==> src/rtl/cache_arbiter_pkg.sv <==
// ============================================================================
//  Module      : arbiter_types (package)
//  Description : Shared state/owner encodings and default widths for the
//                I-cache / D-cache physical-memory arbiter.
//  Revision    : 1.0 - initial release
// ============================================================================
`default_nettype none

package arbiter_types;

  localparam int C_S_LINE = 256;  // line width in bits
  localparam int C_S_ADDR = 32;   // address width in bits

  typedef enum logic [1:0] {
    ARB_IDLE    = 2'd0,
    ARB_ICACHE  = 2'd1,
    ARB_DCACHE  = 2'd2,
    ARB_RECOVER = 2'd3
  } arb_state_t;

  typedef enum logic {
    OWN_I = 1'b0,
    OWN_D = 1'b1
  } arb_owner_t;

endpackage

`default_nettype wire

==> src/rtl/cache_arbiter_rr_select.sv <==
// ============================================================================
//  Module      : arb_rr_select
//  Description : Combinational round-robin choice between the two caches.
//                When both are pending the side that did not win last wins.
//  Ports       : i_ipend, i_dpend   - request pending from I / D cache
//                i_last_grant       - owner of the most recent transaction
//                o_grant_valid      - at least one requester pending
//                o_grant_owner      - chosen owner (valid with o_grant_valid)
//  Revision    : 1.0 - initial release
// ============================================================================
`default_nettype none

module arb_rr_select
  import arbiter_types::*;
(
  input  logic       i_ipend,
  input  logic       i_dpend,
  input  arb_owner_t i_last_grant,
  output logic       o_grant_valid,
  output arb_owner_t o_grant_owner
);

  always_comb begin
    o_grant_valid = i_ipend | i_dpend;
    o_grant_owner = OWN_I;
    if (i_ipend && i_dpend) begin
      o_grant_owner = (i_last_grant == OWN_I) ? OWN_D : OWN_I;
    end else if (i_dpend) begin
      o_grant_owner = OWN_D;
    end
  end

endmodule

`default_nettype wire

==> src/rtl/cache_arbiter.sv <==
// ============================================================================
//  Module      : cache_arbiter
//  Description : Shares one physical-memory port between the I-cache and the
//                D-cache. One owner at a time, round-robin on contention,
//                owner held until pmem_resp, then one recovery cycle.
//  Ports       : clk, rst (async, active-low)
//                i_addr/i_read/i_write/i_wdata -> i_rdata/i_resp   (I-cache)
//                d_addr/d_read/d_write/d_wdata -> d_rdata/d_resp   (D-cache)
//                pmem_address/read/write/wdata, pmem_rdata/resp    (memory)
//  Revision    : 1.0 - initial release
// ============================================================================
`default_nettype none

module cache_arbiter
  import arbiter_types::*;
#(
  parameter int S_LINE = C_S_LINE,
  parameter int S_ADDR = C_S_ADDR
) (
  input  logic              clk,
  input  logic              rst,
  input  logic [S_ADDR-1:0] i_addr,
  input  logic              i_read,
  input  logic              i_write,
  input  logic [S_LINE-1:0] i_wdata,
  output logic [S_LINE-1:0] i_rdata,
  output logic              i_resp,
  input  logic [S_ADDR-1:0] d_addr,
  input  logic              d_read,
  input  logic              d_write,
  input  logic [S_LINE-1:0] d_wdata,
  output logic [S_LINE-1:0] d_rdata,
  output logic              d_resp,
  output logic [S_ADDR-1:0] pmem_address,
  output logic              pmem_read,
  output logic              pmem_write,
  output logic [S_LINE-1:0] pmem_wdata,
  input  logic [S_LINE-1:0] pmem_rdata,
  input  logic              pmem_resp
);

  arb_state_t        r_state;
  arb_state_t        w_next;
  arb_owner_t        r_last;
  logic [S_ADDR-1:0] r_addr;
  logic [S_LINE-1:0] r_wdata;
  logic              r_op_write;

  logic              w_ipend;
  logic              w_dpend;
  logic              w_grant_valid;
  arb_owner_t        w_grant_owner;
  logic              w_busy;

  assign w_ipend = i_read | i_write;
  assign w_dpend = d_read | d_write;

  arb_rr_select u_rr_select (
    .i_ipend       (w_ipend),
    .i_dpend       (w_dpend),
    .i_last_grant  (r_last),
    .o_grant_valid (w_grant_valid),
    .o_grant_owner (w_grant_owner)
  );

  always_comb begin
    w_next = r_state;
    case (r_state)
      ARB_IDLE: begin
        if (w_grant_valid) begin
          w_next = (w_grant_owner == OWN_D) ? ARB_DCACHE : ARB_ICACHE;
        end
      end
      ARB_ICACHE, ARB_DCACHE: begin
        if (pmem_resp) begin
          w_next = ARB_RECOVER;
        end
      end
      ARB_RECOVER: w_next = ARB_IDLE;
      default:     w_next = ARB_IDLE;
    endcase
  end

  // The request is latched on the grant edge so the memory side never sees
  // requester inputs wobble mid-transaction. Write wins over read if both set.
  always_ff @(posedge clk or negedge rst) begin
    if (!rst) begin
      r_state    <= ARB_IDLE;
      r_last     <= OWN_I;
      r_addr     <= '0;
      r_wdata    <= '0;
      r_op_write <= 1'b0;
    end else begin
      r_state <= w_next;
      if (r_state == ARB_IDLE && w_grant_valid) begin
        if (w_grant_owner == OWN_D) begin
          r_addr     <= d_addr;
          r_wdata    <= d_wdata;
          r_op_write <= d_write;
        end else begin
          r_addr     <= i_addr;
          r_wdata    <= i_wdata;
          r_op_write <= i_write;
        end
      end
      if (w_busy && pmem_resp) begin
        r_last <= (r_state == ARB_DCACHE) ? OWN_D : OWN_I;
      end
    end
  end

  // Strobes are decoded from state so they drop the instant reset asserts.
  assign w_busy       = (r_state == ARB_ICACHE) || (r_state == ARB_DCACHE);
  assign pmem_read    = w_busy & ~r_op_write;
  assign pmem_write   = w_busy &  r_op_write;
  assign pmem_address = r_addr;
  assign pmem_wdata   = r_wdata;

  assign i_resp  = pmem_resp && (r_state == ARB_ICACHE);
  assign d_resp  = pmem_resp && (r_state == ARB_DCACHE);
  assign i_rdata = pmem_rdata;
  assign d_rdata = pmem_rdata;

`ifndef SYNTHESIS
  a_i_rw_exclusive : assert property (@(posedge clk) disable iff (!rst)
    !(i_read && i_write));
  a_d_rw_exclusive : assert property (@(posedge clk) disable iff (!rst)
    !(d_read && d_write));
  a_resp_when_busy : assert property (@(posedge clk) disable iff (!rst)
    pmem_resp |-> w_busy);
`endif

endmodule

`default_nettype wire

==> config.mk <==
export PLATFORM = sky130hd
export DESIGN_NAME = cache_arbiter
export DESIGN_NICKNAME = d
export VERILOG_FILES = /design/src/rtl/cache_arbiter_pkg.sv /design/src/rtl/cache_arbiter_rr_select.sv /design/src/rtl/cache_arbiter.sv
export SDC_FILE = /design/constraint.sdc
export NUM_CORES = 1
export LEC_CHECK = 0
export ABC_AREA = 1
export CORE_AREA = 2 2 639 641
export DETAILED_ROUTE_END_ITERATION = 16
export DIE_AREA = 0 0 641 643
export SLEW_MARGIN = 5
export SYNTH_ARGS = -nofsm -noshare
export SYNTH_HDL_FRONTEND = slang
export SYNTH_SLANG_ARGS = --single-unit
==> constraint.sdc <==
create_clock -name clk -period 2.25 [get_ports clk]
set_clock_uncertainty 0.05 [all_clocks]
set_input_delay 0.5625 -clock clk [delete_from_list [all_inputs] [get_ports clk]]
set_output_delay 0.5625 -clock clk [all_outputs]
set_load 0.01 [all_outputs]
# Word-level counts from Yosys, hierarchy flattened
# Index checks and enable logic that the tools add are counted.
# Widths: inputs -> output; s select.
dict set report op_classes {
  reduce_logical 9
  n_eq_ne 5
  bitwise_logic 6
  n_mux 11
}
# cell n
set op_table {}
lappend op_table {{$mux 256} 1}
lappend op_table {{$mux 32} 1}
lappend op_table {{$mux 2} 3}
lappend op_table {{$pmux 2 s3} 1}
lappend op_table {{$logic_and 1x1->1} 5}
lappend op_table {{$mux 1} 5}
lappend op_table {{$eq 2x2->1 const B} 2}
lappend op_table {{$ne 2x2->1 const B} 2}
lappend op_table {{$or 1x1->1} 3}
lappend op_table {{$and 1x1->1} 2}
lappend op_table {{$eq 2x1->1 const B} 1}
lappend op_table {{$logic_not 2->1} 1}
lappend op_table {{$reduce_and 2->1} 1}
lappend op_table {{$reduce_or 2->1} 1}
lappend op_table {{$logic_or 1x1->1} 1}
lappend op_table {{$not 1->1} 1}
dict set report totals {
  out_inout_bits 804
  register_bits 292
  wordCells 36
  inputBits 839
}

# Logic depth before layout (Yosys ltp)
# Gate-level depths: netlist of run 1.
dict set report depth {
  ltp_word 6
  mapped_depth 9
  depth_no_buf 8
}

# Hierarchy
# From an unflattened synthesis of run 1, not the netlist that was laid out.
dict set report hier_totals {
  hier_cells 2705
  hier_area_um2 18894.4
}
# mod cells_each n_inst seq_area_each_um2 area_per_inst_um2
set by_module_without_submodules {}
lappend by_module_without_submodules {cache_arbiter 2702 1 7307.0 18879.4}
lappend by_module_without_submodules {arb_rr_select 3 1 0.0 15.0}

# Least setup slack after synthesis of run 1
# OpenSTA, ideal clock, no wires.
dict set report synth_path {
  path_type {in2reg}
  from {in d_read}
  to {reg r_wdata[161] (netlist: pmem_wdata[161])}
  path_slack_ns 0.653
  t_required_ns 2.083
  setup_time_ns 0.117
  t_arrival_ns 1.430
  path_buffers 3
  path_stages 9
  cell_sequence {nor2_2 inv_1 nand2_1 buf_2 buf_4 buf_2 nand2_1 nand3_1 nand2_1}
}
dict set report synth_via {
  elab_chain_cells 4
  elab_cells_between_ends 7
  cone_classes {3 x mux; 2 x bitwise; 2 x reduce/logical}
}
# item line_no
set synth_lines {}
lappend synth_lines {{start, declared} cache_arbiter.sv:29} ;# input logic d_read,
lappend synth_lines {{$or 1x1->1 (*)} cache_arbiter.sv:56} ;# assign w_dpend = d_read | d_write;
lappend synth_lines {{$mux 1 / $logic_and 1x1->1 (equally long branches)} {cache_arbiter_rr_select.sv:28, cache_arbiter_rr_select.sv:26}}
lappend synth_lines {{$mux 1} cache_arbiter_rr_select.sv:26} ;# if (i_ipend && i_dpend) begin
lappend synth_lines {{$mux 256} cache_arbiter.sv:96} ;# if (w_grant_owner == OWN_D) begin
lappend synth_lines {{end signal, assigned} cache_arbiter.sv:98} ;# r_wdata <= d_wdata;
lappend synth_lines {{end signal, assigned} cache_arbiter.sv:102} ;# r_wdata <= i_wdata;
lappend synth_lines {{end, declared} cache_arbiter.sv:46} ;# logic [S_LINE-1:0] r_wdata;
# Every way passes the cells marked *; elsewhere a longest branch is shown, timed or not.
# A chain may end at the register's enable or synchronous reset.

# Worst setup path in the final report of run 1
dict set report layout_path {
  from {reg r_state[1]}
  to {out d_resp}
}
dict set report layout_via {
  elab_chain_cells 2
}
# item line_no
set layout_lines {}
lappend layout_lines {{start, declared} cache_arbiter.sv:42} ;# arb_state_t r_state;
lappend layout_lines {{start signal, assigned} cache_arbiter.sv:94} ;# r_state <= w_next;
lappend layout_lines {{$eq 2x2->1} cache_arbiter.sv:120} ;# assign d_resp = pmem_resp && (r_state == ARB_DCACHE);
lappend layout_lines {{$logic_and 1x1->1} cache_arbiter.sv:120}
lappend layout_lines {{end, declared} cache_arbiter.sv:33} ;# output logic d_resp,
# No other way between the ends.

==> run_results.csv, run 1 <==
group,metric,value,unit
run_status,outcome,"complete, but fails checks",
run_status,failed_checks,"negative setup slack",
timing,slew_headroom,56.0,%
floorplan,io_pins,1643,
timing,timing.hold.ws,382,ps
floorplan,initial_utilization,4.96,%
synthesis,ys_ff_latch,292,
final_layout,multiInputGateArea,0.00710,mm²
global_route,grt_pass1_vias,20200,
floorplan,die_height,643,µm
floorplan,die_width,641,µm
detailed_routing,dr.pass1.iters,7,
pwr,p_int,0.0211,W
detailed_routing,drt_wl_total,297,mm
synthesis,synth_top_area_share,36.4,%
floorplan,placementRows,234,
final_layout,layout.nets,3967,
timing,drv_slew,0,
timing,period_share,105,%
timing,rsz0062_at_grt,"yes",
final_layout,final_cells,8632,
global_route,grt_pass1_wl,340,mm
worst_setup_path,startpoint_type,"register",
pwr,p_sw,0.0218,W
detailed_routing,viasPerCell,2.48,
synthesis,synth_area_leaders,"dfrtp_1, buf_4, nand2_1, nand3b_1, nand3_1",
clock_tree,cts_buffers,46,
floorplan,die-area,0.412,mm²
worst_setup_path,arrival,1750,ps
placed_design,placed_area,0.0325,mm²
detailed_routing,vias,21400,
global_route,global_route.overflow_total,0,
synthesis,ys_types,17,
synthesis,yosys.area.top_type,"dfrtp_1",
pwr,switching_share,50.8,%
clock_tree,clockBufferDepth,3,
placed_design,portBuffers,874,
synthesis,synthCells,2735,
pwr,p_per_area,1260,mW/mm²
pwr,p_seq_share,22.5,%
clock_tree,cts_tree,"built",
worst_setup_path,crit_path_start,"r_state[1]",
synthesis,syn_area,0.0201,mm²
pwr,clockPowerShare,19.2,%
worst_setup_path,worstReg2RegStart,"r_last",
worst_setup_path,required,1640,ps
final_layout,fillers,47500,
final_layout,drive_above_1_share,12.5,%
placed_design,dp_hpwl,272,mm
clock_tree,cts.sinks,292,
clock_tree,htree_levels,2,
clock_tree,clkLatencyLatePin,720,ps
detailed_routing,detail-route-antenna-nets,0,
timing,fmax,423,MHz
global_route,grt_max_degree,56,
final_layout,area_delta_synth_final,70.3,%
worst_setup_path,crit_type,"register to output pin",
hold_path,min_path_type,"primary input to asynchronous set/reset pin",
global_route,grtUsageTotal,13.9,%
global_route,antenna_found_initial,172,
clock_tree,clkTransAtPathRegs,60,ps
timing,fin_setup_tns,-356,ps
placed_design,globalplace.congestion,0.888,
worst_setup_path,cp_max_fo,3,
detailed_routing,drtIter0Drc,1841,
placed_design,place_inst,8498,
detailed_routing,drc,0,
pwr,power_frac_comb,58.3,%
job,maxCapViolations,0,
timing,worst_pin_slew,660,ps
final_layout,regArea,0.00731,mm²
timing,min_period,2360,ps
final_layout,final_cell_area,0.0342,mm²
synthesis,syn_nets,3578,
pwr,ir_worst_vdd,610,µV
timing,hold_violations,0,
clock_tree,cts_root_buffer,"clkbuf_16",
synthesis,yosys_warnings,0,
timing,fin_ws,-115,ps
worst_setup_path,worst_setup_path_end_kind,"output pin",
floorplan,core,0.405,mm²
synthesis,seq_area_frac_synth,36.4,%
pwr,static-leakage-power,14.5,nW
detailed_routing,wl_per_cell,34.4,µm
timing,setup_violations,4,
synthesis,synth.avg_cell_area,7.35,µm²
worst max-delay path, stage by stage (launching register included):
cell and delay, ps:
dfrtp_1 390, buf_4 150, ha_1 180, nand2_2 100, inv_2 60, buf_12 140
layer usage:
metal  GRT usage (%)  up-vias  share of wire (%)
li1                -     8747                  -
met1            10.6     9751                 26
met2            21.5     2204                 43
met3            15.8      590                 25
met4            5.48      116                4.9
met5            1.22        -               0.47
state kept, by name, summed over array words and instances, names as in the netlist:
signal and count:
r_op_write 1, pmem_address 32, r_state 2, pmem_wdata 256, r_last 1
layout make-up:
class                           count  share of cell area, %
Tap cell                         5428                   19.9
Sequential cell                   292                   21.4
Antenna cell                       42                  0.307
Clock inverter                     25                  0.918
Multi-Input combinational cell   1475                   20.8
Timing Repair Buffer             1012                   29.6
Inverter                          297                   3.31
Clock buffer                       61                   3.85
final timing paths:
check / end / slack [ps] / depth (start not counted)
hold reg to reg: pmem_wdata[5] / 420 / 2
setup / recovery: d_resp / -110 / 5
hold / removal: pmem_wdata[11] / 380 / 2
setup reg to reg: pmem_wdata[181] / 280 / 8
min in group clk: pmem_wdata[31] / 410 / 5
max in group asynchronous: pmem_wdata[220] / 1000 / 3
repair_timing:
| item | CTS | global route |
|---|---|---|
| cloned | 0 | 0 |
| hold buffers | 1 | 0 |
| pin swaps | 2 | 2 |
| hold endpoints to repair | 17 | 0 |
| endpoints found under the setup margin | 169 | 187 |
| resized for setup | 254 | 7 |
| buffers inserted | 4 | 1 |
cell usage after synthesis:
cell and n:
a31oi_1 1, a21oi_1 1, dfrtp_1 292, clkbuf_1 36, o21ai_2 1, buf_4 532
nor2_1 4, nor2_2 1, or2_2 1, buf_1 3, nand3_1 290, buf_2 100
nand2_1 884, inv_1 296, nand3b_1 288, ha_1 4, inv_2 1
kinds of logic (layout without fill, tap and decap cells):
kind of cell    after synthesis  after routing  share of synthesized area [%]
flops                       292            292                           36.4
simple gates               1468           1468                           34.6
buf+inv                     968           1395                           28.6
other cells                   0             42                              0
compound gates                3              3                         0.0996
fa+ha+maj                     4              4                          0.249
cells in the final DEF, fill, tap and decap left out, types with 27 or more instances in the layout:
cell	Yosys	layout
nand2_1	884	879
buf_4	532	202
inv_1	296	289
clkbuf_16	0	46
nand3_1	290	290
dlygate4sd2_1	0	114
clkdlybuf4s50_1	0	581
diode_2	0	42
nand3b_1	288	288
dfrtp_1	292	291
clkdlybuf4s15_2	0	27
buf_12	0	62
through the flow:
step / worst slack, ps / utilization, % / total power (W)
after global routing: -223 / 8.43 / 0.0462
after CTS: -265 / 8.41 / 0.0446
after detailed placement: -846 / 8.02 / 0.0366
after floorplan: 653 / - / 0.0189
final: -115 / 8.44 / 0.0430
after global placement: -825 / 8.02 / 0.0366
power by group through the flow:
stage               sequential, W  combinational [W]  clock (W)
floorplan                  0.0106            0.00828          0
global route              0.00998             0.0275    0.00874
CTS                       0.00969             0.0262    0.00866
detailed placement        0.00973             0.0269          0
finish                    0.00967             0.0250    0.00824
global placement          0.00972             0.0269          0
Power figures use the tool's default switching activity.
==> run 2: changes to the inputs <==
--- a/config.mk
+++ b/config.mk
@@ -7,6 +7,7 @@
 export LEC_CHECK = 0
 export ABC_AREA = 1
 export CORE_AREA = 2 2 639 641
+export CTS_CLUSTER_DIAMETER = 40
 export DETAILED_ROUTE_END_ITERATION = 16
 export DIE_AREA = 0 0 641 643
 export SLEW_MARGIN = 5
==> run_results.csv, run 2 (synthesis results as in run 1) <==
group,metric,value,unit
run_status,outcome,"complete, but fails checks",
final_layout,largest_reg_flops,256,
timing,timing.hold.ws,299,ps
final_layout,drive_above_1_share,15.3,%
global_route,grt_pass1_vias,20300,
final_layout,area_delta_synth_final,75.7,%
run_status,failed_checks,"negative setup slack",
floorplan,initial_utilization,4.96,%
worst_setup_path,crit_type,"register to output pin",
pwr,p_sw,0.0229,W
pwr,switching_share,48.4,%
global_route,antenna_found_initial,169,
detailed_routing,dr.pass1.iters,5,
clock_tree,cts.sinks,292,
floorplan,placementRows,234,
clock_tree,clkTransAtPathRegs,50,ps
worst_setup_path,startpoint_type,"register",
timing,fmax,409,MHz
detailed_routing,met2_length,128,mm
timing,slew_headroom,54.4,%
detailed_routing,detail-route-antenna-nets,0,
placed_design,portBuffers,874,
clock_tree,cts_tree,"built",
global_route,grt_pass1_wl,341,mm
pwr,p_seq_share,20.5,%
final_layout,final_common_cell,"nand2_1",
pwr,clockPowerShare,26.1,%
clock_tree,htree_levels,3,
floorplan,die_height,643,µm
timing,period_share,109,%
hold_path,min_path_type,"primary input to asynchronous set/reset pin",
detailed_routing,route.top_layer_used,"met5",
worst_setup_path,r2r_cells,8,
timing,fin_ws,-192,ps
placed_design,dp_hpwl,272,mm
worst_setup_path,worst_setup_path_end_kind,"output pin",
clock_tree,clockBufferDepth,4,
floorplan,io_pins,1643,
pwr,static-leakage-power,15.0,nW
worst_setup_path,required,1640,ps
placed_design,placed_area,0.0325,mm²
job,maxCapViolations,0,
floorplan,core,0.405,mm²
timing,setup_violations,4,
detailed_routing,vias,21500,
global_route,global_route.overflow_total,0,
clock_tree,cts_buffers,80,
detailed_routing,wl_per_cell,34.2,µm
timing,worst_pin_slew,685,ps
final_layout,final_cell_area,0.0353,mm²
final_layout,layout.nets,3999,
detailed_routing,wl_met3,75.8,mm
timing,hold_violations,0,
floorplan,die_width,641,µm
final_layout,layout_common_cells,"nand2_1, clkdlybuf4s50_1, dfrtp_1, nand3_1, inv_1",
pwr,ir_worst_vdd,643,µV
floorplan,die-area,0.412,mm²
final_layout,postLayoutCoreUtil,8.71,%
detailed_routing,wl_met1,76.9,mm
clock_tree,cts_root_buffer,"clkbuf_16",
detailed_routing,viasPerCell,2.47,
timing,rsz0062_at_grt,"yes",
detailed_routing,drtIter0Drc,1839,
global_route,grt_max_degree,56,
pwr,power_frac_comb,53.3,%
pwr,p_per_area,1340,mW/mm²
global_route,grtUsageTotal,13.9,%
detailed_routing,drc,0,
placed_design,globalplace.congestion,0.888,
final_layout,fillers,47500,
pwr,p_int,0.0243,W
worst_setup_path,arrival,1830,ps
timing,min_period,2440,ps
worst_setup_path,rrSetupSlack,310,ps
worst_setup_path,cp_max_fo,3,
detailed_routing,drt_wl_total,297,mm
timing,drv_slew,0,
clock_tree,clkLatencyLatePin,800,ps
==> run 2: cell types whose count changed in the layout (fill, tap and decap cells not counted), sizes merged <==
cell / change
clkdlybuf4s15: +14
inv: +11
diode: -6
buf: +6
clkinvlp: +7
bufinv: +5
clkinv: +8
dlygate4sd2: -24
clkbuf: +25
==> run 2: repair_timing <==
item / 4_1_cts / 5_1_grt
buffers inserted: 3 / 0
gates resized for setup: 330 / 11
endpoints found under the hold margin: 17 / 0
hold buffers: 1 / 0
pin swaps: 2 / 2
setup endpoints to repair: 170 / 36
==> run 2: worst max-delay path: stages (launching register included) <==
cell     delay [ps]
dfrtp_1         390
buf_4           150
ha_1            180
nand2_2         100
inv_2            60
buf_12          140
==> run 2: final timing paths <==
check,from,to
hold reg to reg,pmem_wdata[3],pmem_wdata[3]
max in group asynchronous,rst,pmem_wdata[127]
min in group clk,i_wdata[174],pmem_wdata[174]
setup / recovery,r_state[1],d_resp
hold / removal,rst,pmem_wdata[40]
setup reg to reg,r_last,pmem_wdata[181]
==> run 2: power groups by stage <==
stage               sequential (W)  clock [W]  combinational (W)
global route                0.0100     0.0129             0.0276
CTS                        0.00971     0.0128             0.0263
global placement           0.00972          0             0.0269
finish                     0.00969     0.0123             0.0252
floorplan                   0.0106          0            0.00828
detailed placement         0.00973          0             0.0269
==> run 2: through the flow <==
stage          setup TNS (ps)  setup WS [ps]  cells  power [W]
2_1_floorplan               0            653   2735     0.0189
3_3_place_gp          -205860           -825   8498     0.0366
3_5_place_dp          -209670           -846   8498     0.0366
4_1_cts                 -1230           -321   8642     0.0488
5_1_grt                 -1170           -314   8664     0.0505
6_report                 -661           -192   8678     0.0472
==> run 2: metal layers <==
layer | vias to the layer above | track usage [%]
li1 | 8832 | -
met3 | 604 | 16.4
met1 | 9753 | 10.4
met2 | 2154 | 21.4
met5 | - | 1.18
met4 | 110 | 5.53
==> run 2: area by class of cell <==
class / count / area (µm²) / share of cell area, %
Tap cell: 5428 / 6790 / 19.2
Clock buffer: 84 / 2060 / 5.83
Multi-Input combinational cell: 1475 / 7080 / 20.1
Timing Repair Buffer: 1010 / 10100 / 28.7
Sequential cell: 292 / 7310 / 20.7
Antenna cell: 36 / 90.1 / 0.255
Inverter: 297 / 1130 / 3.21
Clock inverter: 56 / 693 / 1.96
==> run 3: changes to the inputs <==
--- a/config.mk
+++ b/config.mk
@@ -6,10 +6,10 @@
 export NUM_CORES = 1
 export LEC_CHECK = 0
 export ABC_AREA = 1
-export CORE_AREA = 2 2 639 641
+export CORE_AREA = 10 10 628 630
 export CTS_CLUSTER_DIAMETER = 40
 export DETAILED_ROUTE_END_ITERATION = 16
-export DIE_AREA = 0 0 641 643
+export DIE_AREA = 0 0 638 640
 export SLEW_MARGIN = 5
 export SYNTH_ARGS = -nofsm -noshare
 export SYNTH_HDL_FRONTEND = slang
==> constraint.sdc (replaced) <==
create_clock -name clk -period 3.1 [get_ports clk]
set_clock_uncertainty 0.05 [all_clocks]
set_input_delay 0.775 -clock clk [delete_from_list [all_inputs] [get_ports clk]]
set_output_delay 0.775 -clock clk [all_outputs]
set_load 0.01 [all_outputs]
==> run_results.csv, run 3 (synthesis results as in run 1) <==
group,metric,value,unit
run_status,outcome,"finished, final reports clean",
pwr,p_per_area,998,mW/mm²
worst_setup_path,reg2reg_to,"pmem_wdata[116]",
worst_setup_path,r2r_cells,8,
clock_tree,postCtsSetupRepairBufs,0,
worst_setup_path,worstReg2RegStart,"r_state[0]",
final_layout,layout_common_cells,"nand2_1, clkdlybuf4s50_1, inv_1, dfrtp_1, nand3_1",
job,maxCapViolations,0,
final_layout,drive_above_1_share,7.97,%
pwr,switching_share,45.7,%
floorplan,initial_utilization,5.27,%
pwr,static-leakage-power,14.4,nW
global_route,grt_pass1_wl,339,mm
detailed_routing,viasPerCell,2.53,
global_route,grt_pass1_vias,20000,
worst_setup_path,startpoint_type,"register",
worst_setup_path,cpPeakStageDelay,1000,ps
clock_tree,clkTransAtPathRegs,40,ps
pwr,p_sw,0.0158,W
timing,drv_slew,0,
floorplan,die_width,638,µm
floorplan,core,0.381,mm²
floorplan,io_pins,1643,
detailed_routing,dr.pass1.iters,5,
floorplan,placementRows,227,
worst_setup_path,required,2270,ps
placed_design,dp_hpwl,271,mm
detailed_routing,detail-route-antenna-nets,0,
pwr,p_total,0.0346,W
detailed_routing,drc,0,
final_layout,largest_reg_flops,256,
clock_tree,clockBufferDepth,4,
pwr,clockPowerShare,27.8,%
worst_setup_path,worst_setup_path_end_kind,"output pin",
timing,min_period,3030,ps
worst_setup_path,crit_path_top_delay_cell,"clkdlybuf4s50_1",
global_route,grt_max_degree,133,
final_layout,postLayoutCoreUtil,9.10,%
pwr,power_frac_comb,52.1,%
timing,worst_pin_slew,858,ps
floorplan,die_height,640,µm
hold_path,hp-start,"pmem_wdata[234]",
final_layout,layout.nets,3944,
clock_tree,cts_root_buffer,"clkbuf_16",
hold_path,whs_path_depth,2,
clock_tree,cts_tree,"built",
worst_setup_path,critPathTopFamily,"buffers and inverters",
pwr,p_seq_share,20.1,%
worst_setup_path,cp_max_fo,2,
clock_tree,cts.sinks,292,
timing,fmax,330,MHz
final_layout,area_delta_synth_final,72.7,%
detailed_routing,wl_per_cell,35.9,µm
detailed_routing,vias,20800,
clock_tree,clkLatencyLatePin,820,ps
timing,slew_headroom,42.8,%
timing,period_share,97.7,%
worst_setup_path,arrival,2200,ps
hold_path,min_path_type,"register to register",
clock_tree,htree_levels,3,
pwr,p_int,0.0188,W
detailed_routing,drt_wl_total,295,mm
worst_setup_path,rrSetupSlack,900,ps
final_layout,fillers,44500,
global_route,grtUsageTotal,13.7,%
floorplan,die-area,0.408,mm²
worst_setup_path,path_cells,"clkdlybuf4s50_1",
timing,setup_violations,0,
global_route,antenna_found_initial,202,
timing,hold_violations,0,
global_route,global_route.overflow_total,0,
clock_tree,cts_buffers,83,
placed_design,portBuffers,874,
detailed_routing,drtIter0Drc,1490,
final_layout,final_common_cell,"nand2_1",
pwr,ir_worst_vdd,581,µV
worst_setup_path,cp_num_buf_inv,1,
placed_design,globalplace.congestion,0.852,
hold_path,min_delay_worst_endpoint,"pmem_wdata[234]",
worst_setup_path,crit_type,"register to output pin",
-- run 3: through the flow --
step	instance area, µm²	instances	worst slack, ps	setup TNS [ps]	hold slack (ps)
after detailed placement	31600	8053	-23.7	-23.7	415
after CTS	34600	8201	4.59	0	422
after floorplan	20100	2735	1290	0	421
final	34700	8231	71.8	0	423
after global placement	31600	8053	9.01	0	413
after global routing	34700	8218	-55.9	-55.9	440
-- run 3: worst max-delay path by stage --
stage / end / start / slack (ps) / depth (start not counted)
4_1_cts: pmem_read / r_state[1] / 5 / 5
3_5_place_dp: pmem_wdata[240] / d_write / -20 / 8
6_report: pmem_wdata[242] / pmem_wdata[242] / 70 / 1
3_3_place_gp: pmem_wdata[240] / d_write / 9 / 8
5_1_grt: pmem_wdata[243] / pmem_wdata[243] / -60 / 1
2_1_floorplan: pmem_wdata[161] / d_read / 1290 / 9
-- run 3: routing by layer --
metal	vias to the layer above	track usage [%]	part of all wire (%)	routed length [µm]
li1	8705	-	-	-
met1	9308	11.5	28	81900
met2	2188	21.9	44	131000
met3	547	15.1	24	72300
met4	90	3.06	3.1	9080
met5	-	1.52	0.43	1280
-- run 3: area by class of cell --
class / count / area (µm²) / share of cell area (%)
Sequential cell: 292 / 7310 / 21.1
Inverter: 297 / 1130 / 3.26
Antenna cell: 30 / 75.1 / 0.216
Clock inverter: 48 / 743 / 2.14
Tap cell: 5038 / 6300 / 18.2
Clock buffer: 99 / 2250 / 6.48
Timing Repair Buffer: 952 / 9840 / 28.4
Multi-Input combinational cell: 1475 / 7050 / 20.3
-- run 3: power by group through the flow --
stage                     clock (W)  sequential, W  combinational (W)
after floorplan                   0        0.00767            0.00601
after global placement            0        0.00690             0.0187
after detailed placement          0        0.00696             0.0187
after CTS                    0.0100        0.00698             0.0188
after global routing         0.0101        0.00719             0.0197
final                       0.00963        0.00697             0.0180
-- run 3: timing repair --
item                                    in CTS  in global routing
pin swaps                                    0                  0
gates resized for setup                      3                  3
gates cloned                                 0                  0
endpoints found under the setup margin       1                  2
endpoints found under the hold margin       37                  0
hold buffers                                 1                  0
-- run 3: worst register-to-register path: stages, from the launching register on --
cell and delay [ps]:
dfrtp_1 390, inv_1 110, ha_1 330, nand2_4 190, inv_8 140, buf_12 200
buf_4 400, nand3_1 160, nand2_1 90
